## src/rtl/mcpu_ctrl.sv

```systemverilog
// mcpu_ctrl: multicycle MIPS control FSM that sequences the shared datapath's mux selects and write enables.
// Define MCPU_SLL_LUI_EN to add the sll (SHEX) and lui (LUIEX) execution paths.
module mcpu_ctrl (
  input  logic       clk,
  input  logic       rst_n,
  input  logic [5:0] op,
  input  logic [5:0] funct,
  input  logic       zero,
  input  logic       mem_ready,
  output logic       iord,
  output logic       mem_read,
  output logic       mem_write,
  output logic       ir_write,
  output logic       reg_dst,
  output logic       mem_to_reg,
  output logic       reg_write,
  output logic [1:0] alu_srca,
  output logic [2:0] alu_srcb,
  output logic [2:0] alu_ctrl,
  output logic [1:0] pc_src,
  output logic       pc_en,
  output logic       illegal_op,
  output logic [3:0] state
);

  typedef enum logic [3:0] {
    S_IDLE   = 4'd0,
    S_FETCH  = 4'd1,
    S_DECODE = 4'd2,
    S_MEMADR = 4'd3,
    S_MEMRD  = 4'd4,
    S_MEMWB  = 4'd5,
    S_MEMWR  = 4'd6,
    S_EXEC   = 4'd7,
    S_ALUWB  = 4'd8,
    S_BRANCH = 4'd9,
    S_ADDIEX = 4'd10,
    S_IWB    = 4'd11,
    S_JUMP   = 4'd12,
    S_SHEX   = 4'd13,
    S_LUIEX  = 4'd14
  } state_t;

  localparam logic [5:0] OP_RTYPE = 6'b000000;
  localparam logic [5:0] OP_LW    = 6'b100011;
  localparam logic [5:0] OP_SW    = 6'b101011;
  localparam logic [5:0] OP_BEQ   = 6'b000100;
  localparam logic [5:0] OP_ADDI  = 6'b001000;
  localparam logic [5:0] OP_J     = 6'b000010;

  localparam logic [5:0] FN_ADD = 6'b100000;
  localparam logic [5:0] FN_SUB = 6'b100010;
  localparam logic [5:0] FN_AND = 6'b100100;
  localparam logic [5:0] FN_OR  = 6'b100101;
  localparam logic [5:0] FN_SLT = 6'b101010;

  localparam logic [2:0] ALU_ADD = 3'b010;
  localparam logic [2:0] ALU_SUB = 3'b110;
  localparam logic [2:0] ALU_AND = 3'b000;
  localparam logic [2:0] ALU_OR  = 3'b001;
  localparam logic [2:0] ALU_SLT = 3'b111;

`ifdef MCPU_SLL_LUI_EN
  localparam logic [5:0] OP_LUI  = 6'b001111;
  localparam logic [5:0] FN_SLL  = 6'b000000;
  localparam logic [2:0] ALU_SLL = 3'b011;
`endif

  state_t     r_state;
  state_t     w_decode_next;
  logic [2:0] w_rtype_alu;
  logic       w_rtype_ok;

  // NOTE: every signal written in an always_comb gets a default first, so no path can infer a latch.
  always_comb begin
    w_rtype_ok  = 1'b1;
    w_rtype_alu = ALU_ADD;
    case (funct)
      FN_ADD:  w_rtype_alu = ALU_ADD;
      FN_SUB:  w_rtype_alu = ALU_SUB;
      FN_AND:  w_rtype_alu = ALU_AND;
      FN_OR:   w_rtype_alu = ALU_OR;
      FN_SLT:  w_rtype_alu = ALU_SLT;
      default: w_rtype_ok  = 1'b0;
    endcase
  end

  // Unsupported encodings fall back to FETCH; that fallback is exactly what flags illegal_op.
  always_comb begin
    w_decode_next = S_FETCH;
    case (op)
      OP_LW, OP_SW: w_decode_next = S_MEMADR;
      OP_RTYPE: begin
        if (w_rtype_ok) w_decode_next = S_EXEC;
`ifdef MCPU_SLL_LUI_EN
        else if (funct == FN_SLL) w_decode_next = S_SHEX;
`endif
      end
      OP_BEQ:  w_decode_next = S_BRANCH;
      OP_ADDI: w_decode_next = S_ADDIEX;
      OP_J:    w_decode_next = S_JUMP;
`ifdef MCPU_SLL_LUI_EN
      OP_LUI:  w_decode_next = S_LUIEX;
`endif
      default: w_decode_next = S_FETCH;
    endcase
  end

  // NOTE: state registers use non-blocking assignments so every flop samples pre-edge values.
  always_ff @(posedge clk or negedge rst_n) begin
    if (!rst_n) begin
      r_state <= S_IDLE;
    end else begin
      case (r_state)
        S_IDLE:   r_state <= S_FETCH;
        S_FETCH:  if (mem_ready) r_state <= S_DECODE;
        S_DECODE: r_state <= w_decode_next;
        S_MEMADR: begin
          if (op == OP_SW) r_state <= S_MEMWR;
          else             r_state <= S_MEMRD;
        end
        S_MEMRD:  if (mem_ready) r_state <= S_MEMWB;
        S_MEMWR:  if (mem_ready) r_state <= S_FETCH;
        S_EXEC:   r_state <= S_ALUWB;
        S_ADDIEX: r_state <= S_IWB;
`ifdef MCPU_SLL_LUI_EN
        S_SHEX:   r_state <= S_ALUWB;
        S_LUIEX:  r_state <= S_IWB;
`endif
        S_MEMWB, S_ALUWB, S_BRANCH, S_IWB, S_JUMP: r_state <= S_FETCH;
        default:  r_state <= S_FETCH;
      endcase
    end
  end

  always_comb begin
    iord       = 1'b0;
    mem_read   = 1'b0;
    mem_write  = 1'b0;
    ir_write   = 1'b0;
    reg_dst    = 1'b0;
    mem_to_reg = 1'b0;
    reg_write  = 1'b0;
    alu_srca   = 2'b00;
    alu_srcb   = 3'b000;
    alu_ctrl   = ALU_ADD;
    pc_src     = 2'b00;
    pc_en      = 1'b0;
    illegal_op = 1'b0;
    case (r_state)
      S_IDLE: alu_ctrl = 3'b000;
      S_FETCH: begin
        mem_read = 1'b1;
        alu_srcb = 3'b001;
        ir_write = mem_ready;
        pc_en    = mem_ready;
      end
      S_DECODE: begin
        alu_srcb   = 3'b011;
        illegal_op = (w_decode_next == S_FETCH);
      end
      S_MEMADR, S_ADDIEX: begin
        alu_srca = 2'b01;
        alu_srcb = 3'b010;
      end
      S_MEMRD: begin
        iord     = 1'b1;
        mem_read = 1'b1;
      end
      S_MEMWB: begin
        reg_write  = 1'b1;
        mem_to_reg = 1'b1;
      end
      S_MEMWR: begin
        iord      = 1'b1;
        mem_write = 1'b1;
      end
      S_EXEC: begin
        alu_srca = 2'b01;
        alu_ctrl = w_rtype_alu;
      end
      S_ALUWB: begin
        reg_write = 1'b1;
        reg_dst   = 1'b1;
      end
      S_BRANCH: begin
        alu_srca = 2'b01;
        alu_ctrl = ALU_SUB;
        pc_src   = 2'b01;
        pc_en    = zero;
      end
      S_IWB: reg_write = 1'b1;
      S_JUMP: begin
        pc_src = 2'b10;
        pc_en  = 1'b1;
      end
`ifdef MCPU_SLL_LUI_EN
      S_SHEX: begin
        alu_srca = 2'b10;
        alu_ctrl = ALU_SLL;
      end
      S_LUIEX: begin
        alu_srca = 2'b11;
        alu_srcb = 3'b100;
      end
`endif
      default: alu_ctrl = ALU_ADD;
    endcase
  end

  assign state = r_state;

endmodule

```

## config.mk

```make
export PLATFORM = sky130hd
export DESIGN_NAME = mcpu_ctrl
export DESIGN_NICKNAME = d
export VERILOG_FILES = /design/src/rtl/mcpu_ctrl.sv
export SDC_FILE = /design/constraint.sdc
export NUM_CORES = 1
export LEC_CHECK = 0
export CAP_MARGIN = 10
export CORE_UTILIZATION = 35
export CTS_CLUSTER_DIAMETER = 40
export DETAILED_ROUTE_END_ITERATION = 10
export MAX_ROUTING_LAYER = met4
export PLACE_DENSITY_LB_ADDON = 0.3
export SLEW_MARGIN = 15
export SYNTH_ARGS = -nofsm -noshare
export SYNTH_HDL_FRONTEND = slang
export SYNTH_SLANG_ARGS = --single-unit
```

## constraint.sdc

```tcl
create_clock -name clk -period 2.08 [get_ports clk]
set_input_delay 0.312 -clock clk [delete_from_list [all_inputs] [get_ports clk]]
set_output_delay 0.312 -clock clk [all_outputs]
set_load 0.005 [all_outputs]
```

==> metrics.txt <==
run status=completed; CP peak stage delay=0.55 ns; count of cell types in the netlist=35; nets=between 150 and 200; Pins Over Slew Limit=0; peak supply drop=0.579 mV; clk_skew=0.00369 ns; routed vias=roughly 860; LEAKAGE=around 0.56 nW; gr ovfl total=0; wire per inst=13.9 um; starting density of the core=38.2%; CTS clk-pin slew, worst paths=around 0.040 ns; number of fill cells=roughly 130; Layout area overhead=104%; worst setup margin=between 0.07 and 0.08 ns; Largest register FFs=4; Num CTS Buffers=3; Via-to-Cell Ratio=roughly 5.4; CP Class=primary input to primary output; Hold Vio Cnt, Final=0; ys async rst share=between 90% and 100%; Worst Path Max Fanout=3; synthesized area=between 500 and 600 sq um; register area=around 100 sq um; Mapped Cells=85; share of layout cells above drive strength 1=slightly below 30%; Max Fclk=approximately 500 MHz; reg-to-reg startpoint=state[2]; final core utilization=just under 80%; vias in the first global route=825; Slowest cell on crit path=clkdlybuf4s50_1; Starting DRT DRC Count=15; post-route DRC violation count=0; period utilisation layout=slightly below 100%; Max Cap Viol=0; # setup viols final=0; EDFF count, synth=0; clk_lat worst skew=0.24 ns; yosys warns=0; R2R cell count=5; sequential cell area fraction in the yosys report=17.0%; io pins=39; Die H=43.0 um; commonest non-fill, non-tap cells in the layout=clkdlybuf4s50_1 (26), buf_4 (21), nor2_1 (10); Initial DRT Pass Iterations=4; most area-consuming cells after synthesis=dfrtp_1 (17%), nand2b_1 (7.4%), nor3_1 (6.8%); commonest non-fill, non-tap cell in the layout=clkdlybuf4s50_1; predominant post-synthesis flop cell=dfrtp_1; Site Rows=14; HP Class=primary input to asynchronous set/reset pin; CP Launch Type=primary input; first-pass GRT wire length=~3.7 mm; n_diodes=0; Crit. End Element=primary output; Yosys reg bits=4; initial antenna violation count=0; port bufs=36; Routed Antenna Nets=0; gr usage total=a little over a quarter; CTS tree=yes; RR Endpoint=state[2]; full die area=between 1500 and 2000 sq um; dpl ws=-0.285 ns; Synth top area share=about 17%; Fin Hold WS=roughly 0.28 ns; DP Wirelength=1.56 mm; clock tree buffer depth=2; DIE WIDTH=roughly 43 um; largest net degree at the start of global routing=13; clock sink count=4; syn avg cell area=just under 7 sq um; area leader, netlist=dfrtp_1; Routability Congestion=0.809; Power per Cell Area=about 940 nW/um^2; crit path DAT=approximately 1.7 ns; area of the multi-input gates=around 500 sq um; unrepaired setup endpoints after global routing=false; H-tree depth=1; crit-path cells=clkdlybuf4s50_1 > nor2b_4 > o221ai_1 > a21oi_1 > nor3b_1 > dlygate4sd2_1; Required @ worst endpoint=about 1.8 ns; hold_buf cts=0; r2r setup slk=just over 0.3 ns; Power Total=about 1.1 mW; CTS root buffer=clkbuf_4; Post-Route WL=2.20 mm; Period minus WS final=around 2.0 ns; Core ar.=1540 sq um
## timing repair
| item | in CTS | in global routing |
|---|---|---|
| hold endpoints to repair | 0 | 0 |
| gates resized for setup | 19 | 7 |
| setup buffers | 6 | 0 |
| pin swaps | 2 | 1 |
| setup endpoints to repair | 8 | 5 |
## how the worst max path moves through the flow
stage | cells past startpoint | to | startpoint
3_3_place_gp | 6 | illegal_op | op[5]
3_5_place_dp | 6 | illegal_op | op[5]
5_1_grt | 6 | illegal_op | op[0]
6_report | 6 | illegal_op | funct[2]
4_1_cts | 6 | alu_ctrl[0] | funct[1]
2_1_floorplan | 4 | state[2] | state[2]
## through the flow
stage,cell area (sq um),TNS [ns],cells
finish,1200,0,158
global route,1200,0,158
CTS,1180,0,158
detailed placement,1070,-0.461,149
global placement,1070,-0.329,149
floorplan,593,0,86
## cells by family (layout without fill, tap and decap cells)
kind of cell              count (synthesis)  in the layout  synth area share [%]
and+or+nand+nor                          46             46                  44.2
muxes                                     1              1                  1.70
other                                     1              2                 0.636
xor gates and xnor gates                  3              3                  4.46
DFF                                       4              4                  17.0
AOI/OAI and AO/OA                        21             21                  24.6
buffers and inverters                     9             65                  7.43
## worst max-delay path, delay by kind of cell
kind                   cells  cell delay, ns
AO/OA/AOI/OAI              2            0.31
buffers and inverters      2            0.81
AND/OR/NAND/NOR            2            0.27
## layer usage
layer,GRT usage [%],wire (um),up-vias
met1,28.2,863,397
met4,10.3,14,0
met2,51.8,1240,30
li1,-,-,426
met3,2.55,88,2
met5,-,0,-
## area by class of cell
| type | instances | share of cell area, % |
|---|---|---|
| Multi-Input combinational cell | 73 | 41.9 |
| Inverter | 3 | 0.938 |
| Sequential cell | 4 | 8.44 |
| Tap cell | 16 | 1.67 |
| Clock buffer | 3 | 1.88 |
| Timing Repair Buffer | 59 | 45.2 |
## Yosys cell counts, drive strengths merged, types with 2 or more instances
library cell,instances
nor2,10
nand2b,8
nor3,8
a21oi,5
buf,4
dfrtp,4
nand2,4
a211o,3
inv,3
nor2b,3
o21ai,3
o221ai,3
o22ai,3
and3,2
clkbuf,2
nand3,2
or3,2
xnor2,2
## power by group
part | internal, mW | leakage (nW) | switching (mW) | total (mW)
clock network | 0.0647 | 0.0138 | 0.0336 | 0.0983
registers | 0.108 | 0.0497 | 0.0324 | 0.141
logic | 0.513 | 0.495 | 0.380 | 0.893
(Power assumes the default switching activity.)
